`src/rtl/uart_cmd_responder_if.sv`:
```
// ---------------------------------------------------------------------------
// uart_cmd_responder_if
// Groups the byte-level handshake between the command responder and the
// UART receiver/transmitter pair.
//   data_received  : byte from uart_rx, valid while rx_done is high
//   rx_done        : one-cycle strobe, new byte available
//   parity_error   : parity flag from uart_rx, qualified by rx_done
//   tx_busy        : uart_tx is shifting a frame
//   data_to_tx     : reply byte towards uart_tx
//   start_tx       : one-cycle transmit request towards uart_tx
// Modports:
//   master : UART side (drives received data and tx_busy)
//   slave  : responder side (drives the reply and start_tx)
// ---------------------------------------------------------------------------
interface uart_cmd_responder_if;
    logic [7:0] data_received;
    logic       rx_done;
    logic       parity_error;
    logic       tx_busy;
    logic [7:0] data_to_tx;
    logic       start_tx;

    modport master (
        output data_received,
        output rx_done,
        output parity_error,
        output tx_busy,
        input  data_to_tx,
        input  start_tx
    );

    modport slave (
        input  data_received,
        input  rx_done,
        input  parity_error,
        input  tx_busy,
        output data_to_tx,
        output start_tx
    );
endinterface

```
`src/rtl/uart_cmd_responder.sv`:
```
// ---------------------------------------------------------------------------
// uart_cmd_responder
// Decodes single-byte commands from a UART receiver, drives the SPWM gate
// enable and answers each frame through the UART transmitter (echo for a
// valid command, NACK otherwise). A watchdog forces the gate off when no
// valid command arrives for WDT_CYCLES cycles.
// Ports:
//   clk        : system clock, all logic on posedge
//   reset      : synchronous, active-high reset
//   bus        : UART handshake (slave modport of uart_cmd_responder_if)
//   gate_en    : registered enable for the SPWM stage
//   wdt_trip   : one-cycle pulse when the watchdog clears gate_en
//   overrun    : sticky, a byte arrived while a transaction was in flight
//   tx_fault   : sticky, tx_busy did not rise within BUSY_TMO cycles
//   err_count  : saturating count of rejected frames
// ---------------------------------------------------------------------------
module uart_cmd_responder #(
    parameter logic [7:0]  CMD_ON     = 8'b10101010,
    parameter logic [7:0]  CMD_OFF    = 8'b01010101,
    parameter logic [7:0]  CMD_TOGGLE = 8'b11000011,
    parameter logic [7:0]  NACK       = 8'hFF,
    parameter int unsigned WDT_CYCLES = 32'd48000000,
    parameter int unsigned BUSY_TMO   = 32'd16
) (
    input  logic                        clk,
    input  logic                        reset,
    uart_cmd_responder_if.slave         bus,
    output logic                        gate_en,
    output logic                        wdt_trip,
    output logic                        overrun,
    output logic                        tx_fault,
    output logic [7:0]                  err_count
);

    typedef enum logic [2:0] {
        ST_IDLE      = 3'd0,
        ST_DECODE    = 3'd1,
        ST_SEND      = 3'd2,
        ST_WAIT_BUSY = 3'd3,
        ST_WAIT_DONE = 3'd4
    } state_t;

    localparam logic [31:0] WDT_LAST  = 32'(WDT_CYCLES - 32'd1);
    localparam logic [15:0] BUSY_LAST = 16'(BUSY_TMO - 32'd1);

    state_t      state_r,      state_s;
    logic [7:0]  rx_byte_r,    rx_byte_s;
    logic        rx_perr_r,    rx_perr_s;
    logic [7:0]  data_to_tx_r, data_to_tx_s;
    logic        start_tx_r,   start_tx_s;
    logic        gate_en_r,    gate_en_s;
    logic        wdt_trip_r,   wdt_trip_s;
    logic        overrun_r,    overrun_s;
    logic        tx_fault_r,   tx_fault_s;
    logic [7:0]  err_count_r,  err_count_s;
    logic [15:0] busy_cnt_r,   busy_cnt_s;
    logic [31:0] wdt_cnt_r,    wdt_cnt_s;
    logic        cmd_hit_s;

    // True when the byte is one of the three recognised commands.
    function automatic logic is_cmd(input logic [7:0] b);
        return (b == CMD_ON) || (b == CMD_OFF) || (b == CMD_TOGGLE);
    endfunction

    // Gate enable value that results from applying command b to cur.
    function automatic logic apply_cmd(input logic [7:0] b, input logic cur);
        logic res;
        case (b)
            CMD_ON:     res = 1'b1;
            CMD_OFF:    res = 1'b0;
            CMD_TOGGLE: res = ~cur;
            default:    res = cur;
        endcase
        return res;
    endfunction

    // Next-state, reply, counters and flags for the next clock edge.
    always_comb begin
        state_s      = state_r;
        rx_byte_s    = rx_byte_r;
        rx_perr_s    = rx_perr_r;
        data_to_tx_s = data_to_tx_r;
        start_tx_s   = 1'b0;
        gate_en_s    = gate_en_r;
        wdt_trip_s   = 1'b0;
        overrun_s    = overrun_r;
        tx_fault_s   = tx_fault_r;
        err_count_s  = err_count_r;
        busy_cnt_s   = busy_cnt_r;
        wdt_cnt_s    = wdt_cnt_r;
        cmd_hit_s    = 1'b0;

        case (state_r)
            ST_IDLE: begin
                if (bus.rx_done) begin
                    rx_byte_s = bus.data_received;
                    rx_perr_s = bus.parity_error;
                    state_s   = ST_DECODE;
                end else begin
                    state_s   = ST_IDLE;
                end
            end
            ST_DECODE: begin
                state_s = ST_SEND;
                // Parity is checked first so a corrupted frame that happens
                // to look like a command is still rejected.
                if (!rx_perr_r && is_cmd(rx_byte_r)) begin
                    cmd_hit_s    = 1'b1;
                    data_to_tx_s = rx_byte_r;
                    gate_en_s    = apply_cmd(rx_byte_r, gate_en_r);
                end else begin
                    data_to_tx_s = NACK;
                    err_count_s  = (err_count_r == 8'hFF) ? 8'hFF : err_count_r + 8'd1;
                end
            end
            ST_SEND: begin
                if (!bus.tx_busy) begin
                    start_tx_s = 1'b1;
                    busy_cnt_s = 16'd0;
                    state_s    = ST_WAIT_BUSY;
                end else begin
                    state_s    = ST_SEND;
                end
            end
            ST_WAIT_BUSY: begin
                if (bus.tx_busy) begin
                    state_s    = ST_WAIT_DONE;
                end else if (busy_cnt_r == BUSY_LAST) begin
                    tx_fault_s = 1'b1;
                    state_s    = ST_IDLE;
                end else begin
                    busy_cnt_s = busy_cnt_r + 16'd1;
                end
            end
            ST_WAIT_DONE: begin
                if (!bus.tx_busy) begin
                    state_s = ST_IDLE;
                end else begin
                    state_s = ST_WAIT_DONE;
                end
            end
            default: begin
                state_s = ST_IDLE;
            end
        endcase

        // A byte arriving mid-transaction is dropped and only flagged.
        if (bus.rx_done && (state_r != ST_IDLE)) begin
            overrun_s = 1'b1;
        end else begin
            overrun_s = overrun_r;
        end

        // Watchdog: a valid command on the expiry cycle takes priority.
        if (cmd_hit_s) begin
            wdt_cnt_s = 32'd0;
        end else if (wdt_cnt_r == WDT_LAST) begin
            wdt_cnt_s = 32'd0;
            if (gate_en_r) begin
                gate_en_s  = 1'b0;
                wdt_trip_s = 1'b1;
            end else begin
                wdt_trip_s = 1'b0;
            end
        end else begin
            wdt_cnt_s = wdt_cnt_r + 32'd1;
        end
    end

    // State and output registers with synchronous reset.
    always_ff @(posedge clk) begin
        if (reset) begin
            state_r      <= ST_IDLE;
            rx_byte_r    <= 8'h00;
            rx_perr_r    <= 1'b0;
            data_to_tx_r <= 8'h00;
            start_tx_r   <= 1'b0;
            gate_en_r    <= 1'b0;
            wdt_trip_r   <= 1'b0;
            overrun_r    <= 1'b0;
            tx_fault_r   <= 1'b0;
            err_count_r  <= 8'h00;
            busy_cnt_r   <= 16'd0;
            wdt_cnt_r    <= 32'd0;
        end else begin
            state_r      <= state_s;
            rx_byte_r    <= rx_byte_s;
            rx_perr_r    <= rx_perr_s;
            data_to_tx_r <= data_to_tx_s;
            start_tx_r   <= start_tx_s;
            gate_en_r    <= gate_en_s;
            wdt_trip_r   <= wdt_trip_s;
            overrun_r    <= overrun_s;
            tx_fault_r   <= tx_fault_s;
            err_count_r  <= err_count_s;
            busy_cnt_r   <= busy_cnt_s;
            wdt_cnt_r    <= wdt_cnt_s;
        end
    end

    assign bus.data_to_tx = data_to_tx_r;
    assign bus.start_tx   = start_tx_r;
    assign gate_en        = gate_en_r;
    assign wdt_trip       = wdt_trip_r;
    assign overrun        = overrun_r;
    assign tx_fault       = tx_fault_r;
    assign err_count      = err_count_r;

endmodule

```
`src/flat_wrapper.sv`:
```
// flat-port wrapper written by rule: the top's interface ports become plain ports
module uart_cmd_responder_flat 
#(
    parameter logic [7:0]  CMD_ON     = 8'b10101010,
    parameter logic [7:0]  CMD_OFF    = 8'b01010101,
    parameter logic [7:0]  CMD_TOGGLE = 8'b11000011,
    parameter logic [7:0]  NACK       = 8'hFF,
    parameter int unsigned WDT_CYCLES = 32'd48000000,
    parameter int unsigned BUSY_TMO   = 32'd16
)
  (clk, reset, gate_en, wdt_trip, overrun, tx_fault, err_count, bus_data_received, bus_rx_done, bus_parity_error, bus_tx_busy, bus_data_to_tx, bus_start_tx);
  uart_cmd_responder_if bus_i ();
  input  logic clk;
  input  logic reset;
  output logic gate_en;
  output logic wdt_trip;
  output logic overrun;
  output logic tx_fault;
  output logic [7:0] err_count;
  input wire logic [$bits(bus_i.data_received)-1:0] bus_data_received;
  input wire logic [$bits(bus_i.rx_done)-1:0] bus_rx_done;
  input wire logic [$bits(bus_i.parity_error)-1:0] bus_parity_error;
  input wire logic [$bits(bus_i.tx_busy)-1:0] bus_tx_busy;
  output wire logic [$bits(bus_i.data_to_tx)-1:0] bus_data_to_tx;
  output wire logic [$bits(bus_i.start_tx)-1:0] bus_start_tx;
  assign bus_i.data_received = bus_data_received;
  assign bus_i.rx_done = bus_rx_done;
  assign bus_i.parity_error = bus_parity_error;
  assign bus_i.tx_busy = bus_tx_busy;
  assign bus_data_to_tx = bus_i.data_to_tx;
  assign bus_start_tx = bus_i.start_tx;
  uart_cmd_responder #(.CMD_ON(CMD_ON), .CMD_OFF(CMD_OFF), .CMD_TOGGLE(CMD_TOGGLE), .NACK(NACK), .WDT_CYCLES(WDT_CYCLES), .BUSY_TMO(BUSY_TMO)) u_core (.clk(clk), .reset(reset), .bus(bus_i), .gate_en(gate_en), .wdt_trip(wdt_trip), .overrun(overrun), .tx_fault(tx_fault), .err_count(err_count));
endmodule
```
`config.mk`:
```
export PLATFORM = sky130hd
export DESIGN_NAME = uart_cmd_responder_flat
export DESIGN_NICKNAME = d
export VERILOG_FILES = /design/src/rtl/uart_cmd_responder_if.sv /design/src/rtl/uart_cmd_responder.sv /design/src/flat_wrapper.sv
export SDC_FILE = /design/constraint.sdc
export NUM_CORES = 1
export LEC_CHECK = 0
export CAP_MARGIN = 20
export CORE_MARGIN = 4
export CORE_UTILIZATION = 45
export CTS_BUF_LIST = sky130_fd_sc_hd__clkbuf_16
export CTS_CLUSTER_DIAMETER = 40
export CTS_CLUSTER_SIZE = 20
export DETAILED_ROUTE_END_ITERATION = 10
export GPL_TIMING_DRIVEN = 0
export PLACE_DENSITY = 0.65
export SLEW_MARGIN = 20
export SYNTH_ARGS = -nofsm -noshare
export SYNTH_HDL_FRONTEND = slang
export SYNTH_SLANG_ARGS = --single-unit
```
`constraint.sdc`:
```
create_clock -name clk -period 5.1 [get_ports clk]
set_input_delay 0.51 -clock clk [delete_from_list [all_inputs] [get_ports clk]]
set_output_delay 0.51 -clock clk [all_outputs]
set_load 0.02 [all_outputs]
```
==> flow_metrics.env <==
export IMPL_status="finished clean"
export IMPL_io_pins=34
export IMPL_grt_max_degree=15
export IMPL_initial_core_util_pct=46.2
export IMPL_avgViaCountPerCell=5.42
export IMPL_clock_latency_ns=0.33
export IMPL_finalPower_uw=1460
export IMPL_ir_worst_vdd_uv=199
export IMPL_clock_skew_ns=0.00682
export IMPL_cts_sinks=81
export IMPL_drt_wl_total_um=7560
export IMPL_ys_warn_count=0
export IMPL_grt_usage_pct=17.2
export IMPL_finalCritPeriodShare_pct=45.0
export IMPL_power_density_nw_per_um2=337
export IMPL_timing_critical_path_mode_cell="clkbuf_1"
export IMPL_fmax_mhz=435
export IMPL_place_congestion=0.771
export IMPL_core_region_area_sq_um=7690
export IMPL_rsz0062_at_grt="no"
export IMPL_syn_inst=409
export IMPL_synth_edf_count=0
export IMPL_cts_setup_buffers=0
export IMPL_synth_top_area_share_pct=45.6
export IMPL_cts_tree="yes"
export IMPL_via_count=3028
export IMPL_synth_top_area_cell="dfxtp_1"
export IMPL_clk_pin_slew_ns=0.06
export IMPL_dr_pass1_iters=4
export IMPL_grt_first_pass_wirelength_um=13600
export IMPL_min_period_ns=2.30
export IMPL_ys_seq_area_share_pct=45.6
export IMPL_drc_errors=0
export IMPL_dr_first_iter_drc_count=150
export IMPL_yosys_top_cells_area="dfxtp_1 (46%), nor2_1 (7.9%), xor2_1 (5.7%)"
export IMPL_cts_repair_resized=0
export IMPL_synth_flop_cell="dfxtp_1"
export IMPL_wl_per_cell_um=13.5
export IMPL_worst_setup_path_end_kind="flip-flop"
export IMPL_numCtsBuffers=9
export IMPL_final_nets=468
export IMPL_path_class="input pin to flip-flop"
export IMPL_worst_pin_slew_ns=0.849
export IMPL_layoutNonFillerInstCount=559
export IMPL_postPlaceCellArea_sq_um=4000
export IMPL_worst_path_max_fanout=10
export IMPL_drive_gt1_share_pct=6.56
export IMPL_crit_required_ns=5.31
export IMPL_slew_headroom_pct=42.9
export IMPL_netlist_area_sq_um=3550
export IMPL_drv_slew=0
export IMPL_dp_cells=543
export IMPL_p_leak_uw=0.00149
export IMPL_rows=32
export IMPL_postSynth_asyncResetShare_pct=0
export IMPL_io_buffers=32
export IMPL_worst_path_max_delay_cell="o21bai_1"
export IMPL_hold_path_class="flip-flop to flip-flop"
export IMPL_cts_hold_buf=0
export IMPL_critPathArrivalTime_ns=2.50
export IMPL_die_x_um=96.9
export IMPL_dpl_hpwl_um=5280
export IMPL_stdcell_area_sq_um=4320
export IMPL_area_growth_syn_to_layout_pct=21.6
export IMPL_finalHoldViolations=0
export IMPL_setup_violations=0
export IMPL_grt_pass1_vias=3005
export IMPL_insertedDiodeCount=0
export IMPL_syn_mean_instance_area_sq_um=8.69
export IMPL_syn_nets=425
export IMPL_die_h_um=96.9
export IMPL_grt_ovfl_total=0
export IMPL_synth_seq_cells=81
export IMPL_cpPeakStageDelay_ns=0.58
export IMPL_dieArea_sq_um=9380
export IMPL_htreeDepth=3
export IMPL_clockRootBuffer="clkbuf_16"
export IMPL_cp_start_kind="input pin"
export IMPL_clockBufferDepth=2
export IMPL_crit_chain="clkdlybuf4s50_1, nand2b_1, clkbuf_1, o21bai_1, clkbuf_1, nor2_1"
export IMPL_tns_ns=0
export IMPL_synthDistinctLibCells=48
export IMPL_maxCapViolCount=0
export IMPL_antenna_found_initial=0
export IMPL_antenna_left=0
==> cells in the mapped netlist, types with 2 or more instances <==
cell type,number
a2111oi_0,3
a211oi_1,8
a21oi_1,19
a311oi_1,5
a31oi_1,2
a41oi_1,2
and3_1,7
and4_1,6
buf_2,6
clkbuf_1,9
dfxtp_1,81
ha_1,3
inv_1,5
nand2_1,38
nand3_1,24
nand4_1,12
nand4bb_1,2
nor2_1,75
nor2b_1,3
nor3_1,14
nor3b_1,4
nor4_1,6
nor4b_1,3
o21ai_0,5
or3_1,3
or4bb_1,2
xnor2_1,19
xor2_1,23
==> routing by layer <==
metal	global-route usage, %	vias to the layer above	share of wire (%)
met5	0	-	0
met4	7.56	0	2.0
met3	4.11	14	4.7
met2	27.4	57	45
met1	22.0	1421	49
li1	-	1536	-
==> final timing paths <==
path,from,to,slack (ns),cells past startpoint
hold / removal,u_core.wdt_cnt_r[0],u_core.wdt_cnt_r[0],0.45,1
setup reg to reg,u_core.state_r[1],u_core.busy_cnt_r[14],2.94,6
setup / recovery,bus_tx_busy,u_core.busy_cnt_r[14],2.80,6
hold reg to reg,u_core.wdt_cnt_r[0],u_core.wdt_cnt_r[0],0.45,1
==> logic make-up (layout without fill, tap and decap cells) <==
group | after synthesis | count (layout) | share of synthesized area (%)
buf+inv | 21 | 69 | 2.43
flops | 81 | 81 | 45.6
compound gates | 52 | 52 | 10.1
xor+xnor | 42 | 42 | 10.3
mux | 1 | 1 | 0.282
fa+ha+maj | 3 | 3 | 1.06
simple gates | 209 | 209 | 30.2
==> report_power, final <==
| part | internal, uW | total [uW] | switching (uW) |
|---|---|---|---|
| Combinational | 46.2 | 110 | 64.3 |
| Sequential | 652 | 666 | 14.2 |
| Clock | 428 | 682 | 254 |
| Total | 1130 | 1460 | 332 |
==> per-stage QoR <==
| step | util [%] | hold WS (ns) | setup slack (ns) |
|---|---|---|---|
| 2_1_floorplan | - | 0.418 | 3.31 |
| 3_5_place_dp | 52.1 | 0.443 | 2.45 |
| 5_1_grt | 56.2 | 0.486 | 2.60 |
| 6_report | 56.2 | 0.454 | 2.80 |
| 4_1_cts | 56.2 | 0.460 | 2.81 |
| 3_3_place_gp | 52.1 | 0.426 | 2.46 |
==> cells in the final DEF (no fill, tap or decap), types with 4 or more instances in the layout <==
master           instances
nand4_1                 12
clkbuf_1                 9
nor3b_1                  4
xnor2_1                 19
a21oi_1                 19
nand2_1                 38
dfxtp_1                 81
and3_1                   7
o21ai_0                  5
clkbuf_16                9
nor2_1                  75
a211oi_1                 8
a311oi_1                 5
nand3_1                 24
clkdlybuf4s50_1         32
inv_1                    5
nor4_1                   6
and4_1                   6
xor2_1                  23
buf_2                    6
nor3_1                  14
==> critical path: cells and delay by family <==
family | cells | cell delay, ns
AOI/OAI and AO/OA | 1 | 0.58
buffers and inverters | 3 | 1.12
and+or+nand+nor | 2 | 0.30
==> cell type report <==
type	instances	area, sq um
clock inverters	7	95.1
plain buffers	16	67.6
clock buffers	9	225
flip-flops and latches	81	1620
repair buffers	32	320
fillers	720	3360
inverters	5	18.8
multi-input cells	307	1850
well taps	102	128
==> flip-flops by register name, summed over array words and instances (netlist names), 3 cells and up <==
| register | flops |
|---|---|
| u_core.bus.data_to_tx | 8 |
| u_core.rx_byte_r | 8 |
| u_core.busy_cnt_r | 16 |
| u_core.err_count | 8 |
| u_core.state_r | 3 |
| u_core.wdt_cnt_r | 32 |
Note: power is estimated with default switching activity, not from simulation.
